<file path="config.mk">
export PLATFORM = sky130hd
export DESIGN_NAME = ysyx_25030093_lsu
export DESIGN_NICKNAME = d
export VERILOG_FILES = /design/src/rtl/ysyx_25030093_lsu.sv
export SDC_FILE = /design/constraint.sdc
export NUM_CORES = 1
export LEC_CHECK = 0
export CAP_MARGIN = 20
export CORE_MARGIN = 4
export CORE_UTILIZATION = 40
export CTS_BUF_LIST = sky130_fd_sc_hd__clkbuf_4 sky130_fd_sc_hd__clkbuf_8
export DETAILED_ROUTE_END_ITERATION = 10
export PLACE_DENSITY_LB_ADDON = 0.05
export RECOVER_POWER = 25
export SYNTH_ARGS = -nofsm -noshare
export SYNTH_HDL_FRONTEND = slang
export SYNTH_SLANG_ARGS = --single-unit
</file>
<file path="constraint.sdc">
create_clock -name clk -period 5.6 [get_ports clk]
set_clock_uncertainty 0.1 [all_clocks]
set_input_delay 1.12 -clock clk [delete_from_list [all_inputs] [get_ports clk]]
set_output_delay 1.12 -clock clk [all_outputs]
set_load 0.005 [all_outputs]
</file>
<file path="src/rtl/ysyx_25030093_lsu.sv">
// Load/store stage: one data-memory transaction per instruction,
// with byte-lane steering for stores and extraction/extension for loads.
module ysyx_25030093_lsu #(
   parameter int ADDR_W = 32,
   parameter int DATA_W = 32
) (
   input  logic              clk,
   input  logic              rst,
   input  logic              in_valid,
   output logic              in_ready,
   input  logic [3:0]        lsu_op,
   input  logic [ADDR_W-1:0] alu_result,
   input  logic [DATA_W-1:0] rs2_data,
   output logic              out_valid,
   input  logic              out_ready,
   output logic [DATA_W-1:0] rd_data,
   output logic              misalign,
   output logic              mem_req_valid,
   input  logic              mem_req_ready,
   output logic              mem_wen,
   output logic [ADDR_W-1:0] mem_addr,
   output logic [DATA_W-1:0] mem_wdata,
   output logic [3:0]        mem_wmask,
   input  logic              mem_rvalid,
   input  logic [DATA_W-1:0] mem_rdata,
   input  logic              mem_bvalid
);

   localparam logic [3:0] OP_LB  = 4'b0001;
   localparam logic [3:0] OP_LH  = 4'b0010;
   localparam logic [3:0] OP_LW  = 4'b0011;
   localparam logic [3:0] OP_LBU = 4'b0100;
   localparam logic [3:0] OP_LHU = 4'b0101;
   localparam logic [3:0] OP_SB  = 4'b1000;
   localparam logic [3:0] OP_SH  = 4'b1001;
   localparam logic [3:0] OP_SW  = 4'b1010;

   typedef enum logic [1:0] {IDLE, REQ, RESP, DONE} state_t;

   state_t            state;
   state_t            state_nx;
   logic [3:0]        op_q;
   logic [1:0]        off_q;
   logic              is_load;
   logic              is_store;
   logic              is_none;
   logic              is_mis;
   logic [DATA_W-1:0] wdata_nx;
   logic [3:0]        wmask_nx;
   logic [7:0]        ld_b;
   logic [15:0]       ld_h;
   logic [DATA_W-1:0] load_val;

   always_comb begin
      is_load  = 1'b0;
      is_store = 1'b0;
      is_mis   = 1'b0;
      wdata_nx = '0;
      wmask_nx = 4'b0000;
      unique case (lsu_op)
         OP_LB, OP_LBU: is_load = 1'b1;
         OP_LH, OP_LHU: begin
            is_load = 1'b1;
            is_mis  = alu_result[0];
         end
         OP_LW: begin
            is_load = 1'b1;
            is_mis  = |alu_result[1:0];
         end
         OP_SB: begin
            is_store = 1'b1;
            wdata_nx = {4{rs2_data[7:0]}};
            wmask_nx = 4'b0001 << alu_result[1:0];
         end
         OP_SH: begin
            is_store = 1'b1;
            is_mis   = alu_result[0];
            wdata_nx = {2{rs2_data[15:0]}};
            wmask_nx = alu_result[1] ? 4'b1100 : 4'b0011;
         end
         OP_SW: begin
            is_store = 1'b1;
            is_mis   = |alu_result[1:0];
            wdata_nx = rs2_data;
            wmask_nx = 4'b1111;
         end
         default: ;
      endcase
      is_none = !(is_load || is_store);
   end

   always_comb begin
      ld_b     = mem_rdata[{off_q, 3'b000} +: 8];
      ld_h     = mem_rdata[{off_q[1], 4'b0000} +: 16];
      load_val = '0;
      unique case (op_q)
         OP_LB:   load_val = {{24{ld_b[7]}}, ld_b};
         OP_LH:   load_val = {{16{ld_h[15]}}, ld_h};
         OP_LW:   load_val = mem_rdata;
         OP_LBU:  load_val = {24'b0, ld_b};
         OP_LHU:  load_val = {16'b0, ld_h};
         default: load_val = '0;
      endcase
   end

   always_ff @(posedge clk) begin
      if (rst) state <= IDLE;
      else     state <= state_nx;
   end

   always_comb begin
      state_nx      = state;
      in_ready      = 1'b0;
      out_valid     = 1'b0;
      mem_req_valid = 1'b0;
      unique case (state)
         IDLE: begin
            in_ready = 1'b1;
            if (in_valid) state_nx = (is_none || is_mis) ? DONE : REQ;
         end
         REQ: begin
            mem_req_valid = 1'b1;
            if (mem_req_ready) state_nx = RESP;
         end
         RESP: begin
            // mem_wen doubles as the latched "this is a store" flag
            if (mem_wen ? mem_bvalid : mem_rvalid) state_nx = DONE;
         end
         DONE: begin
            out_valid = 1'b1;
            if (out_ready) state_nx = IDLE;
         end
         default: state_nx = IDLE;
      endcase
   end

   always_ff @(posedge clk) begin
      if (rst) begin
         op_q      <= 4'b0000;
         off_q     <= 2'b00;
         rd_data   <= '0;
         misalign  <= 1'b0;
         mem_wen   <= 1'b0;
         mem_addr  <= '0;
         mem_wdata <= '0;
         mem_wmask <= 4'b0000;
      end else begin
         unique case (state)
            IDLE: begin
               if (in_valid) begin
                  op_q      <= lsu_op;
                  off_q     <= alu_result[1:0];
                  misalign  <= is_mis;
                  rd_data   <= is_none ? alu_result : '0;
                  mem_wen   <= is_store;
                  mem_addr  <= {alu_result[ADDR_W-1:2], 2'b00};
                  mem_wdata <= wdata_nx;
                  mem_wmask <= wmask_nx;
               end
            end
            RESP: begin
               if (!mem_wen && mem_rvalid) rd_data <= load_val;
            end
            default: ;
         endcase
      end
   end

endmodule

</file>
# == After elaboration in Yosys (flattened, before gate mapping) ==
# Cells that the tools add are included.
# classes
eq_ne,21
shifts,3
n_mux,21
n_reduce_logical,15
# ops
cell,n
32-bit one-hot mux with 5 select lines,1
32-bit 2-to-1 mux,3
32-bit one-hot mux with 3 select lines,1
32-bit one-hot mux with 2 select lines,1
32-bit by 6-bit variable part select with 16-bit output,1
32-bit by 6-bit variable part select with 8-bit output,1
4-bit by 2-bit == test with 1-bit output (second input constant),4
4-bit by 3-bit == test with 1-bit output (second input constant),4
4-bit == test (second input constant),3
4-bit one-hot mux with 3 select lines,1
2-bit 2-to-1 mux,5
2-bit != test (second input constant),5
4-bit by 1-bit == test with 1-bit output (second input constant),2
2-bit one-hot mux with 4 select lines,1
1-bit 2-to-1 mux,6
3-bit OR reduction,2
5-bit OR reduction,1
2-bit == test (second input constant),2
4-bit 2-to-1 mux,1
4-bit AND reduction,1
2-bit OR reduction,2
1-bit by 2-bit << shifter with 4-bit output (first input constant),1
3-bit AND reduction,1
2-bit by 1-bit == test with 1-bit output (second input constant),1
7 further kinds,9
# totals
register_bits,108
output_inout_bits,105

# == Depth between registers and ports, before layout ==
# logic_depth
word_depth,9
mapped_depth,9
mapped_depth_nobuf,7

# == Least setup slack after synthesis ==
# Ideal clock, no wire load.
# synth_path
path_type,input to register
startpoint,input mem_rdata[31]
endpoint,register rd_data[15]
setup_ns,0.122
arrival_ns,2.403
required_time_ns,5.378
setup_slack_ns,2.976
stages,5
n_path_buf,1
path_cell_list,mux4_2 > and4b_1 > clkbuf_1 > a21o_1 > a221o_1
# synth_between
elab_chain_len,4
# synth_lines
item,line,rtl
start: declaration,25,"input logic [DATA_W-1:0] mem_rdata,"
32-bit by 6-bit variable part select with 16-bit output or 32-bit by 6-bit variable part select with 8-bit output (tied branches),"94, 93",
32-bit one-hot mux with 5 select lines (*),96,unique case (op_q)
32-bit 2-to-1 mux (*),162,if (!mem_wen && mem_rvalid) rd_data <= load_val;
32-bit one-hot mux with 2 select lines (*),148,unique case (state)
end signal: assignment,154,rd_data <= is_none ? alu_result : '0;
end signal: assignment,162,
end: declaration,16,"output logic [DATA_W-1:0] rd_data,"
# Mark *: on every way between the ends. The rest lies on a longest branch, timed or not. The select of a mux whose other input is x is not followed.
# A chain may end at the register's enable or synchronous reset.

# == Worst setup path after layout ==
# layout_path
startpoint,input in_valid
endpoint,register mem_wdata[19]
# layout_between
elab_chain_len,1
# layout_lines
item,line,rtl
start: declaration,9,"input logic in_valid,"
2-bit AND reduction (no line),n/a,
end signal: assignment,157,mem_wdata <= wdata_nx;
end: declaration,22,"output logic [DATA_W-1:0] mem_wdata,"
# No other way between the ends.

==> PnR_summary.wiki <==
{| class="wikitable"
! Metric !! Value
|-
| Detail-routed net length per standard cell || between 15 and 20 um
|-
| Layout cell share with drive strength beyond 1 || 5.47%
|-
| Power density over the cells || about 300 mW/mm^2
|-
| Final-layout setup total negative slack || 0 ns
|-
| CTS tree || done
|-
| Commonest cells in the synthesized netlist || dfxtp_1 (108), nand2_1 (89), a21oi_1 (61)
|-
| Estimated wirelength of the detail-placed design || between 10,000 and 15,000 um
|-
| Count of synthesis-stage warnings from yosys || 0
|-
| Slew headroom || -7.19%
|-
| Total congestion overflow after global routing || 0
|-
| Total track usage || 23.6%
|-
| Maximum number of pins on one net before global-route repair || 96
|-
| Number of rows in the core area || 40
|-
| Post-route minimum period || 3.63 ns
|-
| Most area-hungry cell type in the Yosys netlist || dfxtp_1
|-
| Final layout net count || 892
|-
| Endpoint type of the worst setup path || flip-flop
|-
| Final hold violation count || 0
|-
| Post-CTS setup-driven buffer insertion count || 0
|-
| Total of buffers placed on input and output ports || around 210
|-
| Quantity of gates resized following cts || 0
|-
| Kind of launch point of the worst setup path || primary input
|-
| Mapped Avg Cell Area || around 8.4 um^2
|-
| Final weighted congestion in routability-driven placement || around 0.85
|-
| Die footprint || around 0.014 mm^2
|-
| Longest Clk Path Bufs || 2
|-
| Period Utilization, post-route || 64.9%
|-
| Number of antenna violations at the first check in global routing || 0
|-
| Crit Path Category || in2reg
|-
| Synth Cell Area || a little over 0.005 mm^2
|-
| Post-route DRC || 0
|-
| WP data required || between 5 and 6 ns
|-
| Seq/Total Area, Yosys || 42.9%
|-
| DRT iter0 DRCs || approximately 380
|-
| CTS clock-pin slew for the worst setup and hold paths || 0.10 ns
|-
| Inserted Diodes || 0
|-
| Fin. max-slew vios || 45
|-
| Status || finished with violations
|-
| Most used DFF post-synth || dfxtp_1
|-
| Unique masters post-synth || 54
|-
| Synthesized instance count || about 600
|-
| Failing checks || capacitance limit, slew limit
|-
| H-tree levels || 3
|-
| Die Width || 120 um
|-
| Io pins || 212
|-
| Initial core utilization || 41.5%
|-
| RSZ-0062 raised after global routing || no
|-
| Register bit count reported by yosys || between 100 and 150
|-
| Per-cell via count in the routed design || roughly 5.5
|-
| Leakage power of the design || ~2.7 nW
|-
| Wire length reported by the detailed router || roughly 18,000 um
|-
| Wire length of the first global-routing pass || approximately 27,000 um
|-
| Total of endpoints with negative setup slack in the final report || 0
|-
| Class of the tightest hold or removal check || reg2reg
|-
| Proportion of netlist area held by the largest area contributor || 42.9%
|-
| Final ANT Viol Nets || 0
|-
| Synthesis-to-layout area growth || 46.8%
|-
| Root Buffer Master || clkbuf_8
|-
| Main area contributors after synthesis || dfxtp_1 (43%), nand2_1 (6.6%), a21oi_1 (6.1%), a22oi_1 (5.2%), o21ai_0 (4.3%)
|-
| Clock tree sinks || approximately 110
|-
| Maximum vdd drop || roughly 0.14 mV
|-
| Worst hold-check slack || around 0.36 ns
|-
| Core region area || between 0.01 and 0.015 mm^2
|-
| Number of flops mapped to enable cells by yosys || 0
|-
| Maximum achievable frequency || 275 MHz
|-
| 1st-pass router iterations || 7
|-
| Y dimension of the die || 120 um
|-
| Total number of vias || about 5,300
|-
| Slew at the pin closest to its max-slew limit || 1.60 ns
|-
| Maxcap violations || 1
|-
| Worst endpoint data arrival time || about 3.8 ns
|-
| TritonCTS buffer count || 9
|-
| Crit path max fanout || 44
|-
| Via count of the first global-routing pass || roughly 5,200
|-
| Clock insertion delay at the later pin of the skew report || between 0.3 and 0.4 ns
|-
| Number of buffers inserted by hold repair at cts || 0
|-
| Fraction of synthesis flops using an asynchronous set or reset pin || 0%
|-
| Most common cell in the netlist || dfxtp_1
|}
cells in the final DEF (no fill, tap or decap), types with 4 or more instances in the layout:
cell,n
a21o_1,13
a21oi_1,61
a221o_1,8
a221oi_1,7
a222oi_1,7
a22o_1,15
a22oi_1,35
a31oi_1,18
buf_4,7
clkbuf_8,11
clkdlybuf4s50_1,182
dfxtp_1,108
dlygate4sd3_1,26
ha_1,4
inv_1,8
mux2_2,8
mux2i_1,8
nand2_1,89
nand2b_1,5
nor2_1,56
nor2b_1,19
nor3_1,5
o21ai_0,43
cell type report:
cell class | count | area, um^2
clock buffers | 11 | 151
clock inverters | 5 | 60.1
fillers | 1101 | 4760
inverters | 8 | 30.0
multi-input cells | 438 | 2640
flip-flops and latches | 108 | 2160
well taps | 168 | 210
repair buffers | 216 | 2150
metrics by stage:
| stage | worst slack, ns | area (um^2) | utilization (%) | total power, mW | instances |
|---|---|---|---|---|---|
| 6_report | 1.97 | 7400 | 60.9 | 2.23 | 954 |
| 5_1_grt | 1.78 | 7400 | 60.9 | 2.36 | 954 |
| 4_1_cts | 2.16 | 7400 | 60.8 | 2.26 | 953 |
| 3_5_place_dp | 1.75 | 7190 | 59.1 | 1.75 | 937 |
| 3_3_place_gp | 2.01 | 7180 | 59.0 | 1.72 | 936 |
| 2_1_floorplan | 2.98 | 5050 | - | 1.37 | 604 |
logic make-up after synthesis:
family | share of synthesized area [%]
AO/OA/AOI/OAI | 28.7
AND/OR/NAND/NOR | 18.3
flip-flops | 42.9
buffers and inverters | 4.89
multiplexers | 3.82
adder cells (fa/ha/maj) | 0.993
XOR/XNOR | 0.347
other | 0.0744
registers in the layout, indices dropped and copies added, names as in the netlist:
name,cells
misalign,1
rd_data,32
mem_wmask,4
mem_addr,30
mem_wdata,32
op_q,4
state,2
off_q,2
mem_wen,1
worst max-delay path: stages:
cell,delay (ns)
dlygate4sd3_1,0.58
nand2_1,0.93
buf_4,0.62
a222oi_1,0.42
nor2_1,0.08
path summary, 6_finish.rpt:
| check | to | cells past startpoint | from | slack, ns |
|---|---|---|---|---|
| min reg2reg | mem_addr[15]$_SDFFE_PP0P_ | 2 | mem_addr[15]$_SDFFE_PP0P_ | 0.36 |
| max | mem_wdata[19]$_SDFFE_PP0P_ | 5 | in_valid | 1.97 |
| min | mem_addr[15]$_SDFFE_PP0P_ | 2 | mem_addr[15]$_SDFFE_PP0P_ | 0.36 |
| max reg2reg | mem_wdata[19]$_SDFFE_PP0P_ | 6 | state[0]$_SDFFE_PP0P_ | 2.46 |
report_power, final:
part | total, mW | switching, mW | internal, mW
sequential | 0.927 | 0.0682 | 0.859
combinational | 0.793 | 0.417 | 0.376
clock | 0.510 | 0.278 | 0.232
layer usage:
layer  share of wire (%)  vias up  track usage [%]
met3                 7.8       30             6.92
met2                  49      188             40.4
met4                 2.7        0             9.28
li1                    -     2526                -
met5                   0        -                0
met1                  41     2507             28.0
Note: power is estimated with default switching activity, not from simulation.
